===== src/rtl/kernel_wb_pkg.sv =====
// Shared types and constants for the kernel result write-back controller:
// FSM states, status-line field layout and line geometry helper.
package kernel_wb_pkg;

  typedef enum logic [2:0] {
    IDLE      = 3'd0,
    HOLDOFF   = 3'd1,
    WAIT_DONE = 3'd2,
    FETCH     = 3'd3,
    EMIT      = 3'd4,
    STATUS    = 3'd5
  } wb_state_e;

  localparam int ADDR_W        = 42;
  localparam int STAT_FLAG_LSB = 0;
  localparam int STAT_FLAG_W   = 64;
  localparam int STAT_LEN_LSB  = 64;
  localparam int STAT_CYC_LSB  = 96;
  localparam int STAT_FIELD_W  = 32;

  function automatic int words_per_line(input int line_w, input int slot_w);
    return line_w / slot_w;
  endfunction

endpackage


===== src/rtl/kernel_wb_if.sv =====
// Host-memory line write channel between the write-back controller and the
// CCI-MPF side.
interface kernel_wb_if #(
  parameter int LINE_W = 512
) ();
  import kernel_wb_pkg::*;

  logic              wr_valid;
  logic [ADDR_W-1:0] wr_addr;
  logic [LINE_W-1:0] wr_data;
  logic              wr_almfull;

  modport master (output wr_valid, output wr_addr, output wr_data, input wr_almfull);
  modport slave  (input wr_valid, input wr_addr, input wr_data, output wr_almfull);

endinterface


===== src/rtl/kernel_wb_line_packer.sv =====
// Slot-indexed line buffer: tracks outstanding exit-memory reads through an
// RD_LAT-deep tag pipeline and drops each returned word into its slot.
module kernel_wb_line_packer
  import kernel_wb_pkg::*;
#(
  parameter int  DATA_W     = 24,
  parameter int  SLOT_W     = 32,
  parameter int  LINE_W     = 512,
  parameter int  RD_LAT     = 1,
  localparam int SLOT_IDX_W = $clog2(words_per_line(LINE_W, SLOT_W))
) (
  input  logic                  clk,
  input  logic                  reset,
  input  logic                  clear,
  input  logic                  issue,
  input  logic [SLOT_IDX_W-1:0] issue_slot,
  input  logic [DATA_W-1:0]     rd_data,
  output logic                  ret_vld,
  output logic [LINE_W-1:0]     line
);

  logic [RD_LAT-1:0]     vld_pipe_r;
  logic [SLOT_IDX_W-1:0] slot_pipe_r [RD_LAT];
  logic [LINE_W-1:0]     line_r;

  // Carry each read's slot tag alongside its valid bit until the data returns.
  always_ff @(posedge clk) begin
    if (reset) begin
      vld_pipe_r <= '0;
      for (int i = 0; i < RD_LAT; i++) slot_pipe_r[i] <= '0;
    end else begin
      vld_pipe_r[0]  <= issue;
      slot_pipe_r[0] <= issue_slot;
      for (int i = 1; i < RD_LAT; i++) begin
        vld_pipe_r[i]  <= vld_pipe_r[i-1];
        slot_pipe_r[i] <= slot_pipe_r[i-1];
      end
    end
  end

  assign ret_vld = vld_pipe_r[RD_LAT-1];

  // Line storage; each word is zero-extended so unused slot bits stay 0.
  always_ff @(posedge clk) begin
    if (reset) begin
      line_r <= '0;
    end else if (clear) begin
      line_r <= '0;
    end else if (ret_vld) begin
      line_r[slot_pipe_r[RD_LAT-1]*SLOT_W +: SLOT_W] <= SLOT_W'(rd_data);
    end
  end

  assign line = line_r;

endmodule


===== src/rtl/kernel_result_writeback.sv =====
// Starts a fixed-function kernel, times it, then streams its exit memory to
// host memory as packed lines followed by a completion status line.
module kernel_result_writeback
  import kernel_wb_pkg::*;
#(
  parameter int  DATA_W        = 24,
  parameter int  SLOT_W        = 32,
  parameter int  LINE_W        = 512,
  parameter int  DEPTH         = 4096,
  parameter int  RD_LAT        = 1,
  parameter int  START_HOLDOFF = 10,
  localparam int RD_ADDR_W     = $clog2(DEPTH)
) (
  input  logic                 clk,
  input  logic                 reset,
  input  logic                 cfg_wr_en,
  input  logic [ADDR_W-1:0]    cfg_base_addr,
  input  logic [RD_ADDR_W:0]   cfg_len,
  output logic                 k_start,
  input  logic                 k_done,
  output logic [RD_ADDR_W-1:0] k_rd_addr,
  input  logic [DATA_W-1:0]    k_rd_data,
  kernel_wb_if.master          wr,
  output logic                 busy
);

  localparam int LEN_W      = RD_ADDR_W + 1;
  localparam int WPL        = words_per_line(LINE_W, SLOT_W);
  localparam int SLOT_IDX_W = $clog2(WPL);
  localparam int CNT_W      = SLOT_IDX_W + 1;
  localparam int HO_W       = $clog2(START_HOLDOFF + 1);

  wb_state_e             state_r, state_nxt_s;
  logic [ADDR_W-1:0]     base_r;
  logic [LEN_W-1:0]      len_r, word_idx_r, line_idx_r;
  logic [CNT_W-1:0]      issue_cnt_r, ret_cnt_r;
  logic [HO_W-1:0]       holdoff_cnt_r;
  logic [31:0]           cycle_cnt_r;
  logic                  k_start_r, wr_valid_r, busy_r;
  logic [RD_ADDR_W-1:0]  k_rd_addr_r;
  logic [ADDR_W-1:0]     wr_addr_r;
  logic [LINE_W-1:0]     wr_data_r;

  logic                  issue_room_s, rd_fire_s, fetch_done_s, more_s, wr_go_s;
  logic                  clear_s, ret_vld_s;
  logic [LEN_W-1:0]      len_clamp_s, nlines_s;
  logic [LINE_W-1:0]     line_s, status_line_s;

  assign wr_go_s      = !wr.wr_almfull;
  assign more_s       = (word_idx_r < len_r);
  assign issue_room_s = (issue_cnt_r < CNT_W'(WPL)) && more_s;
  assign rd_fire_s    = (state_r == FETCH) && issue_room_s;
  assign fetch_done_s = !issue_room_s && (ret_cnt_r == issue_cnt_r);
  assign nlines_s     = (len_r + LEN_W'(WPL - 1)) >> SLOT_IDX_W;
  assign len_clamp_s  = (cfg_len > LEN_W'(DEPTH)) ? LEN_W'(DEPTH) : cfg_len;
  assign clear_s      = ((state_r == IDLE) && cfg_wr_en) ||
                        ((state_r == EMIT) && wr_go_s && more_s);

  // Status line layout: completion flag, word count, kernel cycle count.
  always_comb begin
    status_line_s = '0;
    status_line_s[STAT_FLAG_LSB +: STAT_FLAG_W] = 64'd1;
    status_line_s[STAT_LEN_LSB  +: STAT_FIELD_W] = STAT_FIELD_W'(len_r);
    status_line_s[STAT_CYC_LSB  +: STAT_FIELD_W] = cycle_cnt_r;
  end

  kernel_wb_line_packer #(
    .DATA_W (DATA_W),
    .SLOT_W (SLOT_W),
    .LINE_W (LINE_W),
    .RD_LAT (RD_LAT)
  ) u_packer (
    .clk        (clk),
    .reset      (reset),
    .clear      (clear_s),
    .issue      (rd_fire_s),
    .issue_slot (issue_cnt_r[SLOT_IDX_W-1:0]),
    .rd_data    (k_rd_data),
    .ret_vld    (ret_vld_s),
    .line       (line_s)
  );

  // State register.
  always_ff @(posedge clk) begin
    if (reset) state_r <= IDLE;
    else       state_r <= state_nxt_s;
  end

  // Next-state decode.
  always_comb begin
    state_nxt_s = state_r;
    case (state_r)
      IDLE:      if (cfg_wr_en) state_nxt_s = HOLDOFF; else state_nxt_s = IDLE;
      HOLDOFF:   if (holdoff_cnt_r == HO_W'(START_HOLDOFF - 1)) state_nxt_s = WAIT_DONE;
                 else state_nxt_s = HOLDOFF;
      WAIT_DONE: if (k_done) state_nxt_s = (len_r != LEN_W'(0)) ? FETCH : STATUS;
                 else state_nxt_s = WAIT_DONE;
      FETCH:     if (fetch_done_s) state_nxt_s = EMIT; else state_nxt_s = FETCH;
      EMIT:      if (wr_go_s) state_nxt_s = more_s ? FETCH : STATUS; else state_nxt_s = EMIT;
      STATUS:    if (wr_go_s) state_nxt_s = IDLE; else state_nxt_s = STATUS;
      default:   state_nxt_s = IDLE;
    endcase
  end

  // Counters, read addressing and registered write-channel outputs.
  always_ff @(posedge clk) begin
    if (reset) begin
      base_r <= '0; len_r <= '0; word_idx_r <= '0; line_idx_r <= '0;
      issue_cnt_r <= '0; ret_cnt_r <= '0; holdoff_cnt_r <= '0; cycle_cnt_r <= '0;
      k_start_r <= 1'b0; k_rd_addr_r <= '0; wr_valid_r <= 1'b0;
      wr_addr_r <= '0; wr_data_r <= '0; busy_r <= 1'b0;
    end else begin
      k_start_r  <= 1'b0;
      wr_valid_r <= 1'b0;
      case (state_r)
        IDLE: if (cfg_wr_en) begin
          base_r        <= cfg_base_addr;
          len_r         <= len_clamp_s;
          cycle_cnt_r   <= '0;
          holdoff_cnt_r <= '0;
          word_idx_r    <= '0;
          line_idx_r    <= '0;
          issue_cnt_r   <= '0;
          ret_cnt_r     <= '0;
          k_start_r     <= 1'b1;
          busy_r        <= 1'b1;
        end
        HOLDOFF: begin
          holdoff_cnt_r <= holdoff_cnt_r + HO_W'(1);
          if (cycle_cnt_r != 32'hFFFF_FFFF) cycle_cnt_r <= cycle_cnt_r + 32'd1;
        end
        WAIT_DONE: begin
          if (k_done) begin
            if (len_r != LEN_W'(0)) k_rd_addr_r <= '0;
          end else if (cycle_cnt_r != 32'hFFFF_FFFF) begin
            cycle_cnt_r <= cycle_cnt_r + 32'd1;
          end
        end
        FETCH: begin
          if (rd_fire_s) begin
            word_idx_r  <= word_idx_r + LEN_W'(1);
            issue_cnt_r <= issue_cnt_r + CNT_W'(1);
            // Hold at len-1 so the address never wraps past the last word.
            if ((word_idx_r + LEN_W'(1)) < len_r) k_rd_addr_r <= k_rd_addr_r + RD_ADDR_W'(1);
          end
          if (ret_vld_s) ret_cnt_r <= ret_cnt_r + CNT_W'(1);
        end
        EMIT: if (wr_go_s) begin
          wr_valid_r <= 1'b1;
          wr_addr_r  <= base_r + ADDR_W'(line_idx_r);
          wr_data_r  <= line_s;
          if (more_s) begin
            line_idx_r  <= line_idx_r + LEN_W'(1);
            issue_cnt_r <= '0;
            ret_cnt_r   <= '0;
          end
        end
        STATUS: if (wr_go_s) begin
          wr_valid_r <= 1'b1;
          wr_addr_r  <= base_r + ADDR_W'(nlines_s);
          wr_data_r  <= status_line_s;
          busy_r     <= 1'b0;
        end
        default: ;
      endcase
    end
  end

  assign k_start     = k_start_r;
  assign k_rd_addr   = k_rd_addr_r;
  assign busy        = busy_r;
  assign wr.wr_valid = wr_valid_r;
  assign wr.wr_addr  = wr_addr_r;
  assign wr.wr_data  = wr_data_r;

endmodule


===== src/flat_wrapper.sv =====
// flat-port wrapper written by rule: the top's interface ports become plain ports
module kernel_result_writeback_flat import kernel_wb_pkg::*;
#(
  parameter int  DATA_W        = 24,
  parameter int  SLOT_W        = 32,
  parameter int  LINE_W        = 512,
  parameter int  DEPTH         = 4096,
  parameter int  RD_LAT        = 1,
  parameter int  START_HOLDOFF = 10,
  localparam int RD_ADDR_W     = $clog2(DEPTH)
)
  (clk, reset, cfg_wr_en, cfg_base_addr, cfg_len, k_start, k_done, k_rd_addr, k_rd_data, busy, wr_wr_valid, wr_wr_addr, wr_wr_data, wr_wr_almfull);
  kernel_wb_if #(.LINE_W(LINE_W)) wr_i ();
  input  logic clk;
  input  logic reset;
  input  logic cfg_wr_en;
  input  logic [ADDR_W-1:0] cfg_base_addr;
  input  logic [RD_ADDR_W:0] cfg_len;
  output logic k_start;
  input  logic k_done;
  output logic [RD_ADDR_W-1:0] k_rd_addr;
  input  logic [DATA_W-1:0] k_rd_data;
  output logic busy;
  output wire logic [$bits(wr_i.wr_valid)-1:0] wr_wr_valid;
  output wire logic [$bits(wr_i.wr_addr)-1:0] wr_wr_addr;
  output wire logic [$bits(wr_i.wr_data)-1:0] wr_wr_data;
  input wire logic [$bits(wr_i.wr_almfull)-1:0] wr_wr_almfull;
  assign wr_wr_valid = wr_i.wr_valid;
  assign wr_wr_addr = wr_i.wr_addr;
  assign wr_wr_data = wr_i.wr_data;
  assign wr_i.wr_almfull = wr_wr_almfull;
  kernel_result_writeback #(.DATA_W(DATA_W), .SLOT_W(SLOT_W), .LINE_W(LINE_W), .DEPTH(DEPTH), .RD_LAT(RD_LAT), .START_HOLDOFF(START_HOLDOFF)) u_core (.clk(clk), .reset(reset), .cfg_wr_en(cfg_wr_en), .cfg_base_addr(cfg_base_addr), .cfg_len(cfg_len), .k_start(k_start), .k_done(k_done), .k_rd_addr(k_rd_addr), .k_rd_data(k_rd_data), .wr(wr_i), .busy(busy));
endmodule

===== config.mk =====
export PLATFORM = sky130hd
export DESIGN_NAME = kernel_result_writeback_flat
export DESIGN_NICKNAME = d
export VERILOG_FILES = /design/src/rtl/kernel_wb_pkg.sv /design/src/rtl/kernel_wb_if.sv /design/src/rtl/kernel_wb_line_packer.sv /design/src/rtl/kernel_result_writeback.sv /design/src/flat_wrapper.sv
export SDC_FILE = /design/constraint.sdc
export NUM_CORES = 2
export LEC_CHECK = 0
export ABC_AREA = 1
export CORE_ASPECT_RATIO = 1.2
export CORE_UTILIZATION = 50
export CTS_CLUSTER_SIZE = 40
export DETAILED_ROUTE_END_ITERATION = 8
export PLACE_DENSITY = 0.75
export SLEW_MARGIN = 20
export SYNTH_ARGS = -nofsm -noshare
export SYNTH_HDL_FRONTEND = slang
export SYNTH_SLANG_ARGS = --single-unit

===== constraint.sdc =====
create_clock -name clk -period 7.3 [get_ports clk]
set_input_delay 1.46 -clock clk [delete_from_list [all_inputs] [get_ports clk]]
set_output_delay 1.46 -clock clk [all_outputs]
set_load 0.1 [all_outputs]

==> impl_metrics.csv <==
group,metric,value,unit
floorplan,ios,653,
setup_path,cp.required,7.82,ns
clock_network,cts_setup_buffers,0,
final_layout,fin_nets,6014,
route,wire_per_inst,20.0,um
place,globalplace.congestion,0.929,
final_layout,drive_above_1_share,0.0450,
floorplan,dieArea,82900,um2
global_route,grt_usage,0.324,
power,cellLeakagePower,17.5,nW
timing,max_freq,199,MHz
clock_network,cts-root-buf,"clkbuf_16",
clock_network,clk_pin_slew,0.06,ns
setup_path,cp_num_buf_inv,3,
global_route,antenna_found_initial,1,
global_route,grt_max_degree,211,
worst_hold_path,hold_path.class,"reg -> reg",
timing,hold_viol,0,
synthesis,synth_cells,5573,
route,ant_nets,0,
timing,finalSetupTns,0,ns
timing,fin_crit,5.02,ns
setup_path,cp_max_fo,28,
place,io_buffers,532,
power,power.density,229,nW/um2
route,via_count,38700,
power,worst_ir_drop_vdd,0.194,mV
setup_path,slowest_delay,1.06,ns
clock_network,cts_hold_buf,0,
synthesis,synth-edff-count,0,
global_route,grt_overflow,0,
route,drcViolationCount,0,
route,wl,140000,um
synthesis,syn_area_per_cell,7.33,um2
final_layout,syn2layout_area_growth,20.3,%
route,drt_iter0_drc,4068,
clock_network,numCtsBuffers,98,
global_route,grt_pass1_vias,35600,
synthesis,synth_seq_cells,968,
floorplan,die_y,315,um
synthesis,async_reset_ff_frac,0,
synthesis,yosys_warnings,0,
place,dpl.hpwl,95300,um
timing,worst_pin_slew,1.20,ns
clock_network,cts_resized,0,
route,viasPerCell,5.52,
route,drt_pre_antenna_iters,6,
floorplan,rows,114,
timing,setup_violations,0,
timing,finalClockSkew,0.0390,ns
synthesis,syn_area,40900,um2
synthesis,synthFlopType,"dfxtp_1",
setup_path,cp.arrival,5.54,ns
synthesis,ys_seq_area_frac,0.474,
setup_path,worstSetupPathType,"reg -> reg",
clock_network,cts.htree.levels,3,
setup_path,worst_setup_path_start_kind,"flop",
final_layout,stdcell_area,49200,um2
timing,max_slew_margin,0.196,
timing,slew_viol_final,0,
setup_path,slowest_stage,"dfxtp_1",
timing,rsz0062_at_grt,"no",
clock_network,cts_sinks,968,
clock_network,tritoncts,"done",
clock_network,clock_tree.buffer_depth,3,
floorplan,die_w,263,um
status,status,"finished clean",
clock_network,clkLatencyLatePin,0.68,ns
place,dpl_cell_area,45800,um2
job,max_cap_viol_count,0,
synthesis,ys_types,51,
setup_path,crit_chain,"inv_2 -> ha_1 -> xnor2_4 -> buf_4 -> nand3_1 -> nor2_2 -> inv_1 -> nand2_1 -> a21oi_1",
floorplan,start_util,0.506,
floorplan,core,80700,um2
setup_path,crit_path_end_kind,"flop",
timing,period_share,0.688,
timing,fin_worst_hold_slack,0.445,ns
global_route,grt_pass1_wl,210000,um
setup_path,cp_top_family,"buffers and inverters",
-- power by group --
part | internal, W | switching (W) | leakage, nW
clock | 0.00302 | 0.00218 | 1.65
combinational | 0.000111 | 0.000599 | 8.00
sequential | 0.00531 | 0.0000303 | 7.80
-- state kept, by name, indices dropped and copies added, names as in the netlist, 3 cells and up --
name                         flops
u_core.word_idx_r               13
u_core.wr.wr_data              392
u_core.holdoff_cnt_r             4
u_core.issue_cnt_r               5
u_core.line_idx_r               13
u_core.base_r                   42
u_core.k_rd_addr                12
u_core.u_packer.line           384
u_core.ret_cnt_r                 5
u_core.cycle_cnt_r              32
u_core.u_packer.slot_pipe_r      4
u_core.state_r                   3
u_core.len_r                    13
u_core.wr.wr_addr               42
-- area by class of cell --
type	instances	area, um2
Fill cell	7347	31600
Clock buffer	142	2940
Tap cell	1044	1310
Antenna cell	1	2.50
Sequential cell	968	19400
Inverter	347	1320
Clock inverter	38	409
Multi-Input combinational cell	3903	18200
Timing Repair Buffer	564	5600
-- per-layer routing --
layer,GRT usage,share of wire
met4,0.171,0.051
met2,0.525,0.46
met5,0,0.00019
met3,0.0623,0.089
met1,0.411,0.40
-- cell usage in the layout, fill, tap and decap left out, types with 10 or more instances in the layout --
master,n
o21a_1,20
nand3_1,211
inv_1,329
o21bai_1,14
or2_0,23
clkbuf_8,26
clkinv_2,19
ha_1,47
clkbuf_1,15
o21ai_1,83
a22o_1,12
o22ai_1,39
buf_4,34
a21oi_1,646
a211oi_1,48
o31ai_1,23
clkbuf_16,101
conb_1,120
o21ai_0,273
inv_2,16
nor3_1,58
dfxtp_1,968
nor2_1,544
a31oi_1,13
xnor2_1,10
nand2_1,1506
clkdlybuf4s50_1,522
xor2_1,46
nand4_1,95
-- through the flow --
step                total power [W]  worst slack, ns   util  std cells
floorplan                   0.00604             4.14      -       5692
global placement            0.00615             2.30  0.567       6825
detailed placement          0.00615             2.25  0.567       6825
CTS                          0.0113             2.40  0.609       7005
global route                 0.0115             1.99  0.609       7006
finish                       0.0112             2.28  0.609       7007
-- worst register-to-register path, cell delays in order, from the launching register on --
cell and delay [ns]:
dfxtp_1 1.06, inv_2 0.21, ha_1 0.36, xnor2_4 0.74, buf_4 0.45, nand3_1 0.19
nor2_2 0.85, inv_1 0.73, nand2_1 0.21, a21oi_1 0.09
-- worst paths after layout --
kind	startpoint	end	slack (ns)	depth (start not counted)
worst max register to register	u_core.u_packer.slot_pipe_r[0][0]$_SDFF_PP0_	u_core.u_packer.line[71]$_SDFFE_PP0P_	2.28	9
worst max-delay path	u_core.u_packer.slot_pipe_r[0][0]$_SDFF_PP0_	u_core.u_packer.line[71]$_SDFFE_PP0P_	2.28	9
worst min-delay path	u_core.u_packer.line[482]$_SDFFE_PP0P_	u_core.wr.wr_data[482]$_SDFFE_PP0P_	0.45	2
worst min register to register	u_core.u_packer.line[482]$_SDFFE_PP0P_	u_core.wr.wr_data[482]$_SDFFE_PP0P_	0.45	2
-- cells by family (layout without fill, tap and decap cells) --
group                    count (synthesis)  in the layout  share of synthesized area
XOR/XNOR                                57             57                     0.0127
buffers and inverters                  821           1091                     0.0928
flip-flops                             968            968                      0.474
AO/OA/AOI/OAI                         1189           1189                      0.156
other                                    1            121                  0.0000917
adder cells (fa/ha/maj)                 48             48                     0.0149
AND/OR/NAND/NOR                       2489           2489                      0.249
-- Yosys cell counts, drive strengths merged, types with 2 or more instances --
| cell type | n | area share |
|---|---|---|
| nand2 | 1515 | 0.14 |
| dfxtp | 968 | 0.47 |
| a21oi | 647 | 0.079 |
| nor2 | 558 | 0.052 |
| o21ai | 356 | 0.044 |
| inv | 347 | 0.032 |
| buf | 266 | 0.042 |
| nand3 | 218 | 0.028 |
| clkbuf | 208 | 0.019 |
| nand4 | 96 | 0.015 |
| nor3 | 62 | 0.0081 |
| a211oi | 49 | 0.0091 |
| ha | 47 | 0.014 |
| xor2 | 46 | 0.0099 |
| o22ai | 39 | 0.0060 |
| or2 | 28 | 0.0043 |
| o31ai | 23 | 0.0042 |
| o21a | 20 | 0.0037 |
| a31oi | 14 | 0.0021 |
| o21bai | 14 | 0.0026 |
| a22o | 12 | 0.0026 |
| xnor2 | 11 | 0.0028 |
| o32ai | 8 | 0.0017 |
| nor3b | 5 | 0.00092 |
| o211ai | 4 | 0.00073 |
| a221oi | 2 | 0.00043 |
| and3 | 2 | 0.00031 |
| nand3b | 2 | 0.00037 |
| nor4 | 2 | 0.00031 |
No activity file was read; power rests on OpenSTA's default activity.
